### config.mk
export PLATFORM = sky130hd
export DESIGN_NAME = fetch_queue
export DESIGN_NICKNAME = d
export VERILOG_FILES = /design/src/rtl/fetch_queue_pkg.sv /design/src/rtl/fetch_queue_sync_fifo.sv /design/src/rtl/fetch_queue.sv
export SDC_FILE = /design/constraint.sdc
export NUM_CORES = 1
export LEC_CHECK = 0
export ABC_AREA = 1
export BUFFER_PORTS_ARGS = -buffer_cell sky130_fd_sc_hd__buf_4
export CELL_PAD_IN_SITES_DETAIL_PLACEMENT = 0
export CELL_PAD_IN_SITES_GLOBAL_PLACEMENT = 1
export CORE_MARGIN = 4
export CORE_UTILIZATION = 50
export DETAILED_ROUTE_END_ITERATION = 16
export GPL_ROUTABILITY_DRIVEN = 0
export PLACE_DENSITY = 0.95
export SLEW_MARGIN = 20
export SYNTH_ARGS = -nofsm -noshare
export SYNTH_HDL_FRONTEND = slang
export SYNTH_HIERARCHICAL = 1
export SYNTH_SLANG_ARGS = --single-unit
### constraint.sdc
create_clock -name clk -period 8.8 [get_ports clk]
set_input_delay 0.44 -clock clk [delete_from_list [all_inputs] [get_ports clk]]
set_output_delay 0.44 -clock clk [all_outputs]
set_load 0.005 [all_outputs]
### src/rtl/fetch_queue_pkg.sv
// Shared fetch-side definitions: FSM encoding, PC step and the default reset address.
package fetch_queue_pkg;

  typedef enum logic [1:0] {
    IDLE = 2'd0,
    WAIT = 2'd1,
    DROP = 2'd2
  } fetch_state_e;

  localparam int unsigned PC_INC   = 4;
  localparam logic [31:0] RESET_PC = 32'h0000_0000;

endpackage

### src/rtl/fetch_queue_sync_fifo.sv
// Synchronous FIFO with flush; storage is not reset, only pointers and count.
module sync_fifo #(
  parameter int WIDTH = 64,
  parameter int DEPTH = 4
) (
  input  logic                   clk,
  input  logic                   rst,
  input  logic                   push,
  input  logic                   pop,
  input  logic                   flush,
  input  logic [WIDTH-1:0]       wdata,
  output logic [WIDTH-1:0]       rdata,
  output logic                   full,
  output logic                   empty,
  output logic [$clog2(DEPTH):0] count
);

  localparam int AW = $clog2(DEPTH);

  logic [WIDTH-1:0] mem_q [DEPTH];
  logic [AW-1:0]    wr_ptr_q;
  logic [AW-1:0]    rd_ptr_q;
  logic [AW:0]      count_q;
  logic [AW:0]      count_d;
  logic             do_push;
  logic             do_pop;

  assign full    = (count_q == (AW+1)'(DEPTH));
  assign empty   = (count_q == '0);
  // A flush or reset cancels any push/pop presented in the same cycle.
  assign do_push = rst && !flush && push && !full;
  assign do_pop  = rst && !flush && pop && !empty;

  always_comb begin
    count_d = count_q;
    if (do_push && !do_pop) begin
      count_d = count_q + 1'b1;
    end else if (!do_push && do_pop) begin
      count_d = count_q - 1'b1;
    end
  end

  always_ff @(posedge clk) begin
    if (!rst || flush) begin
      wr_ptr_q <= '0;
      rd_ptr_q <= '0;
      count_q  <= '0;
    end else begin
      if (do_push) wr_ptr_q <= wr_ptr_q + 1'b1;
      if (do_pop)  rd_ptr_q <= rd_ptr_q + 1'b1;
      count_q <= count_d;
    end
  end

  always_ff @(posedge clk) begin
    if (do_push) mem_q[wr_ptr_q] <= wdata;
  end

  assign rdata = mem_q[rd_ptr_q];
  assign count = count_q;

endmodule

### src/rtl/fetch_queue.sv
// Instruction-fetch front end: owns the fetch PC, keeps one imem read in flight
// and buffers returned words with their PC for decode.
module fetch_queue
  import fetch_queue_pkg::*;
#(
  parameter int               WIDTH    = 32,
  parameter int               DEPTH    = 4,
  parameter logic [WIDTH-1:0] RESET_PC = WIDTH'(fetch_queue_pkg::RESET_PC)
) (
  input  logic             clk,
  input  logic             rst,
  output logic             imem_req,
  output logic [WIDTH-1:0] imem_addr,
  input  logic             imem_rvalid,
  input  logic [WIDTH-1:0] imem_rdata,
  input  logic             redirect_valid,
  input  logic [WIDTH-1:0] redirect_pc,
  output logic             out_valid,
  input  logic             out_ready,
  output logic [WIDTH-1:0] out_instr,
  output logic [WIDTH-1:0] out_pc,
  output logic             busy
);

  localparam int CW = $clog2(DEPTH) + 1;

  fetch_state_e       state_q, state_d;
  logic [WIDTH-1:0]   fetch_pc_q, fetch_pc_d;
  logic [WIDTH-1:0]   req_pc_q, req_pc_d;
  logic               push;
  logic               pop;
  logic               space;
  logic               fifo_full;
  logic               fifo_empty;
  logic [CW-1:0]      fifo_count;
  logic [2*WIDTH-1:0] fifo_rdata;

  // Requests only issue from IDLE, so the slot for the in-flight word is
  // already accounted for by checking occupancy here.
  assign space = (fifo_count < CW'(DEPTH));

  always_comb begin
    state_d    = state_q;
    fetch_pc_d = fetch_pc_q;
    req_pc_d   = req_pc_q;
    imem_req   = 1'b0;
    push       = 1'b0;
    unique case (state_q)
      IDLE: begin
        imem_req = rst && space && !redirect_valid;
        if (imem_req) begin
          req_pc_d   = fetch_pc_q;
          fetch_pc_d = fetch_pc_q + WIDTH'(PC_INC);
          state_d    = WAIT;
        end
      end
      WAIT: begin
        if (imem_rvalid) begin
          push    = !redirect_valid;
          state_d = IDLE;
        end else if (redirect_valid) begin
          state_d = DROP;
        end
      end
      DROP: begin
        if (imem_rvalid) state_d = IDLE;
      end
      default: state_d = IDLE;
    endcase
    if (redirect_valid) fetch_pc_d = redirect_pc;
  end

  always_ff @(posedge clk) begin
    if (!rst) begin
      state_q    <= IDLE;
      fetch_pc_q <= RESET_PC;
    end else begin
      state_q    <= state_d;
      fetch_pc_q <= fetch_pc_d;
    end
  end

  always_ff @(posedge clk) begin
    req_pc_q <= req_pc_d;
  end

  assign pop = out_valid && out_ready && !redirect_valid;

  sync_fifo #(
    .WIDTH (2*WIDTH),
    .DEPTH (DEPTH)
  ) u_fifo (
    .clk   (clk),
    .rst   (rst),
    .push  (push),
    .pop   (pop),
    .flush (redirect_valid),
    .wdata ({req_pc_q, imem_rdata}),
    .rdata (fifo_rdata),
    .full  (fifo_full),
    .empty (fifo_empty),
    .count (fifo_count)
  );

  a_no_push_when_full: assert property (@(posedge clk) disable iff (!rst) push |-> !fifo_full);

  assign imem_addr = fetch_pc_q;
  assign out_valid = !fifo_empty;
  assign out_pc    = fifo_rdata[2*WIDTH-1:WIDTH];
  assign out_instr = fifo_rdata[WIDTH-1:0];
  assign busy      = (state_q != IDLE);

endmodule

==> results of run 1 <==
[worst max-delay path, delay by kind of cell, from the launching register on]
kind	cells	cell delay, ps
buf+inv	3	1410
flops	1	520
compound gates	2	440
[metrics by stage]
stage | hold WS, ps | total power [uW] | setup slack (ps) | instances | utilization (%)
2_1_floorplan | 449 | 1820 | 4100 | 1112 | -
3_3_place_gp | 467 | 1890 | 5900 | 1566 | 56.4
3_5_place_dp | 482 | 1890 | 5830 | 1566 | 56.4
4_1_cts | 110 | 3200 | 5410 | 1627 | 60.3
5_1_grt | 120 | 3280 | 5260 | 1627 | 60.3
6_report | 135 | 3170 | 5460 | 1627 | 60.3
[cell type report]
class                   instances  share of cell area, %
flip-flops and latches        331                   60.4
multi-input cells             670                   20.8
well taps                     335                   2.66
inverters                      55                   1.34
clock inverters                17                  0.635
clock buffers                  44                   5.83
repair buffers                175                   8.33
[final timing paths]
check                      from             endpoint  slack [ps]
hold / removal    imem_rdata[4]   u_fifo/mem_q[3][4]         130
hold reg to reg    imem_addr[1]          req_pc_q[1]         500
setup reg to reg     state_q[0]  u_fifo/mem_q[2][59]        6070
setup / recovery           flop           out_pc[31]        5460
[power breakdown]
group / internal (uW) / switching [uW] / total, uW / leakage, uW
clock: 765 / 548 / 1310 / 0.000499
sequential: 1730 / 29.3 / 1760 / 0.00296
combinational: 49.6 / 56.0 / 106 / 0.00211
total: 2540 / 633 / 3170 / 0.00556
[per-layer routing]
layer  vias to the layer above  track usage, %  wire [um]
met3                        51            3.10       2170
met2                       336            32.7      14200
met5                         -               0          0
met4                         0            6.44        757
li1                       4290               -          -
met1                      4189            26.4      12300
[sequential cells by signal, indices dropped and copies added (netlist names), named ones only]
signal / count
imem_addr: 32
req_pc_q: 32
state_q: 2
u_fifo/count: 3
u_fifo/mem_q: 256
u_fifo/rd_ptr_q: 2
u_fifo/wr_ptr_q: 2
==> results_dict.tcl, run 1 <==
set metrics [dict create \
    status "finished, final reports clean" \
    cp_slowest_cell "buf_4" \
    reg2reg_depth 7 \
    ff_latch_area_um2 9510 \
    gr-total-overflow 0 \
    crit_required_ps 8360 \
    io_buffer_count 167 \
    drc 0 \
    finalCriticalPeriod_ps 3340 \
    final_nets 1343 \
    setup_viol 0 \
    holdPathStages 1 \
    viasPerCell 5.45 \
    irDropWorstVdd_mv 0.126 \
    max_stage_delay_ps 710 \
    routed_wl_mm 29.4 \
    firstDrtPassIters 7 \
    grt_max_degree 75 \
    antenna_found_initial 0 \
    critPathMaxFanout 74 \
    endpoint_kind "output port" \
    dieWidth_um 171 \
    post_cts_buffers 0 \
    power_density_nw_per_um2 201 \
    hold_violations 0 \
    syn_area_um2 13300 \
    start_util_pct 51.0 \
    drive_gt1_share_pct 19.3 \
    fin_skew_ps 14.4 \
    drt_iter0_drc 1015 \
    die_area_um2 29300 \
    ant_nets 0 \
    cap_violations 0 \
    final.setup.tns_ps 0 \
    clock_latency_ps 500 \
    dpl_cell_area_um2 14700 \
    area_growth_pct 18.3 \
    clockBufferDepth 3 \
    worst_pin_slew_ps 1130 \
    cts_buffers 34 \
    relSlewSlack_pct 24.7 \
    rsz0062_at_grt "no" \
    io_pins 168 \
    core_um2 26100 \
    final_common_cell "edfxtp_1" \
    cts.sinks 331 \
    dp_hpwl_mm 18.0 \
    grt_pass1_vias 8500 \
    ctsResizeCount 0 \
    multiInputGateArea_um2 3290 \
    critPathKind "reg2out" \
    vias 8866 \
    grt_pass1_wl_mm 45.0 \
    layout_common_cells "edfxtp_1 (288), nor2_1 (197), buf_4 (175), nand2_1 (126), o21ai_0 (84)" \
    cts-htree-levels 2 \
    cts_root_buffer "clkbuf_16" \
    die_h_um 171 \
    syn_nets 1188 \
    maxSlewViolCount 0 \
    post-route-period-util_pct 37.9 \
    placementRows 59 \
    syn_inst 1112 \
    crit_chain "inv_4, buf_4, o21ai_0, o22ai_1, buf_4" \
    syn_avg_cell_area_um2 12.0 \
    min_path_type "in2reg" \
    final_area_um2 15800 \
    yosysWarningCount 6 \
    crit_top_cell "buf_4" \
    grt.total_usage_pct 19.5 \
    start_kind "flop" \
    ctsHoldBuffers 0 \
    cts_tree "built" \
    antenna_cells 0 \
    wl_per_cell_um 18.1 \
    clock.fmax_ghz 0.300 \
    arrival_ps 2900 \
    nFillCells 2043 \
    path_clk_slew_ps 60 \
    power_leakage_uw 0.00556 \
]
(Power assumes the default switching activity.)
==> run 2, diff against run 1 <==
--- a/config.mk
+++ b/config.mk
@@ -5,15 +5,15 @@
 export SDC_FILE = /design/constraint.sdc
 export NUM_CORES = 1
 export LEC_CHECK = 0
-export ABC_AREA = 1
+export ABC_AREA = 0
 export BUFFER_PORTS_ARGS = -buffer_cell sky130_fd_sc_hd__buf_4
 export CELL_PAD_IN_SITES_DETAIL_PLACEMENT = 0
 export CELL_PAD_IN_SITES_GLOBAL_PLACEMENT = 1
 export CORE_MARGIN = 4
-export CORE_UTILIZATION = 50
+export CORE_UTILIZATION = 44
 export DETAILED_ROUTE_END_ITERATION = 16
 export GPL_ROUTABILITY_DRIVEN = 0
-export PLACE_DENSITY = 0.95
+export PLACE_DENSITY = 0.86
 export SLEW_MARGIN = 20
 export SYNTH_ARGS = -nofsm -noshare
 export SYNTH_HDL_FRONTEND = slang
==> constraint.sdc (replaced) <==
create_clock -name clk -period 2.71 [get_ports clk]
set_input_delay 0.1355 -clock clk [delete_from_list [all_inputs] [get_ports clk]]
set_output_delay 0.1355 -clock clk [all_outputs]
set_load 0.005 [all_outputs]
==> run 2 against run 1 <==
Net effect:
- core utilization fell by 2.3 points
- critical path depth rose by 4
- sequential power rose to 3.2 times the previous value
- final cell count fell by 19%
- critical path type is now reg2reg
- clock skew fell by 4.7 ps
- worst setup slack got worse by 5200 ps
- combinational power rose to 3.9 times the previous value
- largest power group unchanged
- sequential share of layout area fell by 1.9 points
- first-iteration DRC count fell by 54%
==> results_dict.tcl, run 2 <==
set metrics [dict create \
    worst_r2r_endpoint "u_fifo/count[2]" \
    cts_tree "built" \
    grt.met2_usage_pct 28.6 \
    status "finished, final reports clean" \
    die_h_um 178 \
    grt_pass1_wl_mm 41.0 \
    io_pins 168 \
    cts_root_buffer "clkbuf_16" \
    clock.fmax_ghz 0.402 \
    crit_chain "nor4bb_2, inv_1, nor3_2, ha_1, inv_1, fa_1, xor2_1, or3_1, a21oi_1" \
    yosysMostFrequentCell "edfxtp_1" \
    synth-edff-count 288 \
    ys_ff_latch 331 \
    grt_use_met1_pct 22.3 \
    finalCriticalPeriod_ps 2490 \
    synthAdderAreaFrac_pct 0.752 \
    arrival_ps 2910 \
    cts.sinks 331 \
    dp_hpwl_mm 17.7 \
    worst_pin_slew_ps 774 \
    yosys.area_share.simple_pct 5.16 \
    synth_common_cells "edfxtp_1 (288), mux4_2 (60), dfxtp_1 (43)" \
    layout_common_cells "edfxtp_1 (288), buf_4 (188), dlygate4sd3_1 (64), mux4_2 (60), dfxtp_1 (41)" \
    grt_pass1_vias 7137 \
    path_clk_slew_ps 60 \
    antenna_cells 0 \
    post-route-period-util_pct 91.7 \
    die_area_um2 31500 \
    synth-compound-area-share_pct 2.51 \
    power_density_nw_per_um2 655 \
    holdPathStages 3 \
    yosysWarningCount 6 \
    ys_types 47 \
    hold_violations 0 \
    vias 6959 \
    yosys_most_used_dff "edfxtp_1" \
    r2r_slack_ps 220 \
    dpl_cell_area_um2 14500 \
    ys_seq_area_share_pct 75.2 \
    syn_nets 724 \
    crit_end "u_fifo/count[2]" \
    critPathMaxFanout 7 \
    power_leakage_uw 0.00561 \
    max_stage_delay_ps 440 \
    grt.total_usage_pct 17.0 \
    grt-busiest-layer "met2" \
    endpoint_kind "flop" \
    core_um2 28100 \
    clock_latency_ps 500 \
    final_nets 995 \
    fin_skew_ps 9.66 \
    final_area_um2 16300 \
    startpoint "state_q[0]" \
    setup_viol 0 \
    final.setup.tns_ps 0 \
    cp_slowest_cell "dfxtp_1" \
    dieWidth_um 178 \
    largest_register_ffs 256 \
    syn_avg_cell_area_um2 19.5 \
    drc 0 \
    drive_gt1_share_pct 34.5 \
    power.total_uw 10700 \
    netlist_top_cells_area "edfxtp_1 (68%), mux4_2 (11%), dfxtp_1 (6.8%)" \
    clockBufferDepth 3 \
    start_kind "flop" \
    firstDrtPassIters 4 \
    met3_usage_pct 3.92 \
    gr-total-overflow 0 \
    cap_violations 0 \
    wl_per_cell_um 20.4 \
    routed_wl_mm 27.0 \
    largest-register "u_fifo/mem_q" \
    yosysTopAreaCell "edfxtp_1" \
    rsz0062_at_grt "no" \
    drt_iter0_drc 465 \
    antenna_found_initial 0 \
    irDropWorstVdd_mv 0.363 \
    synth_top_family_by_area "multiplexers" \
    muxShareOfSynthArea_pct 12.3 \
    ant_nets 0 \
    min_path_type "in2reg" \
    area_growth_pct 28.8 \
    syn_area_um2 12600 \
    r2r_start "state_q[0]" \
    crit_top_cell "inv_1" \
    io_buffer_count 167 \
    synth_top_area_share_pct 68.4 \
    cts-htree-levels 2 \
    maxSlewViolCount 0 \
    final_common_cell "edfxtp_1" \
    async_flop_share_pct 0 \
    start_util_pct 45.0 \
    critPathKind "reg2reg" \
    reg2reg_depth 9 \
    cts_buffers 36 \
    viasPerCell 5.26 \
    syn_inst 648 \
    crit_required_ps 3140 \
    grt_max_degree 50 \
    relSlewSlack_pct 48.3 \
    synth_xor_xnor_area_share_pct 2.01 \
    placementRows 61 \
]
-- run 2: per-layer routing --
layer  share of wire (%)  vias up
li1                    -     3150
met1                  42     3541
met2                  50      225
met3                 6.4       43
met4                 2.4        0
met5                   0        -
-- run 2: power by group --
group | switching, uW | internal (uW)
clock network | 1820 | 2760
logic | 184 | 232
registers | 77.1 | 5600
total | 2090 | 8590
-- run 2: cells by family (layout without fill, tap and decap cells) --
group	Yosys count	in the layout
muxes	74	74
xor gates and xnor gates	29	29
adders and majority gates	7	7
DFF	331	331
buffers and inverters	38	334
and+or+nand+nor	111	111
AOI/OAI and AO/OA	58	58
-- run 2: what timing repair did --
item | in CTS | in global routing
setup endpoints to repair | 0 | 1
endpoints found under the hold margin | 161 | 0
resized for setup | 0 | 1
hold buffers | 64 | 0
buffers inserted | 0 | 0
-- run 2: worst max-delay path: cells and delay by family, from the launching register on --
family                     cells  cell delay [ps]
DFF                            1              440
and+or+nand+nor                3              850
buffers and inverters          2              190
AOI/OAI and AO/OA              1              140
adders and majority gates      2              600
xor gates and xnor gates       1              180
-- run 2: worst min path at each step --
stage	startpoint	to	slack [ps]
2_1_floorplan	imem_rvalid	state_q[1]	210
6_report	rst	imem_addr[16]	20
5_1_grt	rst	imem_addr[24]	30
3_5_place_dp	imem_rvalid	state_q[1]	340
3_3_place_gp	imem_rvalid	state_q[1]	330
4_1_cts	rst	imem_addr[16]	0.08
-- run 2: final cells by class --
cell class	instances	area (um2)
Multi-Input combinational cell	279	2900
Clock buffer	51	998
Tap cell	378	473
Fill cell	2117	11800
Inverter	9	33.8
Sequential cell	331	9520
Timing Repair Buffer	262	2250
Clock inverter	12	116
-- run 2: metrics by stage --
stage | std cells | hold WS (ps) | util, % | worst slack, ps
after floorplan | 648 | 212 | - | 293
after global placement | 1195 | 326 | 51.7 | 258
after detailed placement | 1195 | 336 | 51.7 | 195
after CTS | 1322 | 0.0755 | 58.0 | 172
after global routing | 1322 | 30.3 | 58.0 | 32.8
final | 1322 | 21.3 | 58.0 | 225
==> run 3, diff against run 2 <==
--- a/config.mk
+++ b/config.mk
@@ -10,10 +10,11 @@
 export CELL_PAD_IN_SITES_DETAIL_PLACEMENT = 0
 export CELL_PAD_IN_SITES_GLOBAL_PLACEMENT = 1
 export CORE_MARGIN = 4
-export CORE_UTILIZATION = 44
+export CORE_UTILIZATION = 46
+export CTS_BUF_LIST = sky130_fd_sc_hd__clkbuf_4
 export DETAILED_ROUTE_END_ITERATION = 16
 export GPL_ROUTABILITY_DRIVEN = 0
-export PLACE_DENSITY = 0.86
+export PLACE_DENSITY = 0.89
 export SLEW_MARGIN = 20
 export SYNTH_ARGS = -nofsm -noshare
 export SYNTH_HDL_FRONTEND = slang
==> run 3 against run 2 <==
Net effect:
- global-route usage is 0.83 points higher
- combinational power increased by 4%
- maximum frequency increased by 1.0%
- first-iteration DRC count shrank 18%
- worst setup slack improved by 25 ps
- cell area down 0.78%
- clock skew increased by 25 ps
- critical endpoint unchanged
- clock-buffer cell count is 63 higher
- highest routed layer unchanged
- power decreased by 4.8%
==> results_dict.tcl, run 3 (synthesis results as in run 2) <==
set metrics [dict create \
    grt_max_degree 65 \
    final_common_cell "edfxtp_1" \
    drive_gt1_share_pct 38.0 \
    firstDrtPassIters 5 \
    wl_per_cell_um 19.6 \
    grt_pass1_wl_mm 42.2 \
    hp-start "out_ready" \
    power_density_nw_per_um2 629 \
    irDropWorstVdd_mv 0.275 \
    power_switching_uw 2100 \
    min_path_type "in2reg" \
    path_clk_slew_ps 70 \
    crit_required_ps 3290 \
    arrival_ps 3040 \
    power.total_uw 10200 \
    finalCriticalPeriod_ps 2460 \
    io_buffer_count 167 \
    rsz0062_at_grt "no" \
    die_h_um 174 \
    status "finished, final reports clean" \
    cts_tree "built" \
    start_kind "flop" \
    dp_hpwl_mm 16.2 \
    maxSlewViolCount 0 \
    cts-htree-levels 3 \
    r2r_slack_ps 250 \
    hold_violations 0 \
    r2r_start "u_fifo/count[1]" \
    seqPwrFrac_pct 55.8 \
    clockBufferDepth 3 \
    grt.total_usage_pct 17.8 \
    holdPathStages 5 \
    clock.fmax_ghz 0.407 \
    p_sw_share_pct 20.6 \
    placementRows 60 \
    dieWidth_um 174 \
    core_um2 27000 \
    worst_r2r_endpoint "u_fifo/count[2]" \
    area_growth_pct 27.8 \
    ant_nets 0 \
    endpoint_kind "flop" \
    power_leakage_uw 0.00565 \
    critPathMaxFanout 6 \
    critPathKind "reg2reg" \
    final_nets 1038 \
    cts_root_buffer "clkbuf_4" \
    cts_buffers 82 \
    reg2reg_depth 11 \
    io_pins 168 \
    routed_wl_mm 26.7 \
    crit_end "u_fifo/count[2]" \
    largest-register "u_fifo/mem_q" \
    grt_pass1_vias 7804 \
    finalNonFillerCells 1360 \
    dpl.cell_count 1146 \
    post-route-period-util_pct 90.8 \
    final.setup.tns_ps 0 \
    vias 7064 \
    gr-total-overflow 0 \
    clock_latency_ps 670 \
    antenna_found_initial 1 \
    relSlewSlack_pct 54.8 \
    viasPerCell 5.19 \
    comb_power_share_pct 4.3 \
    drc 0 \
    setup_viol 0 \
    final_util_pct 59.8 \
    p_clk_share_pct 39.9 \
    startpoint "u_fifo/count[1]" \
    start_util_pct 46.8 \
    largest_register_ffs 256 \
    cts.sinks 331 \
    intPower_uw 8060 \
    worst_pin_slew_ps 673 \
    fin_skew_ps 34.6 \
    layout_common_cells "edfxtp_1 (288), buf_4 (178), clkbuf_4 (114), dlygate4sd3_1 (72), mux4_2 (60)" \
    die_area_um2 30200 \
    cap_violations 0 \
    drt_iter0_drc 380 \
]
run 3: area by class of cell:
type	count	area, um2
Tap cell	341	427
Timing Repair Buffer	259	2240
Multi-Input combinational cell	279	2910
Clock buffer	114	856
Inverter	9	33.8
Fill cell	2030	10900
Clock inverter	26	181
Antenna cell	1	2.50
Sequential cell	331	9520
run 3: what timing repair did:
item	in CTS	in global routing
endpoints found under the setup margin	0	11
hold buffers	72	0
gates resized for setup	0	2
hold endpoints to repair	164	0
buffers inserted	0	1
run 3: metal layers:
layer / routed length (um) / part of all wire (%) / track usage, %
met5: 0 / 0 / 0
met4: 436 / 1.6 / 5.77
met3: 1860 / 7.0 / 5.47
met2: 13500 / 51 / 29.4
met1: 10900 / 41 / 22.7
run 3: worst max-delay path: stages (launching register included):
cell and delay [ps]:
dfxtp_1 370, nor3_1 240, inv_1 80, and3_1 190
o31ai_1 100, or2_2 170, ha_1 180, inv_1 60
fa_1 370, xor2_1 170, or3_1 300, a21oi_1 150
run 3: worst min path at each step:
stage,to,slack [ps]
2_1_floorplan,state_q[1],210
5_1_grt,u_fifo/rd_ptr_q[0],110
4_1_cts,u_fifo/rd_ptr_q[0],40
3_3_place_gp,state_q[1],320
3_5_place_dp,state_q[1],330
6_report,u_fifo/rd_ptr_q[0],90
run 3: power by group through the flow:
stage          clock [uW]  combinational [uW]  sequential, uW
2_1_floorplan           0                 118            5760
3_3_place_gp            0                 336            5780
3_5_place_dp            0                 344            5780
4_1_cts              4190                 430            5670
5_1_grt              4520                 469            5680
6_report             4050                 432            5670
run 3: per-stage QoR:
stage               setup slack [ps]  cell area (um2)  hold slack (ps)
global route                    66.8            16200              109
finish                           250            16200             91.1
CTS                             53.2            16100             38.2
floorplan                        293            12700              212
detailed placement               152            14400              325
global placement                 181            14400              315
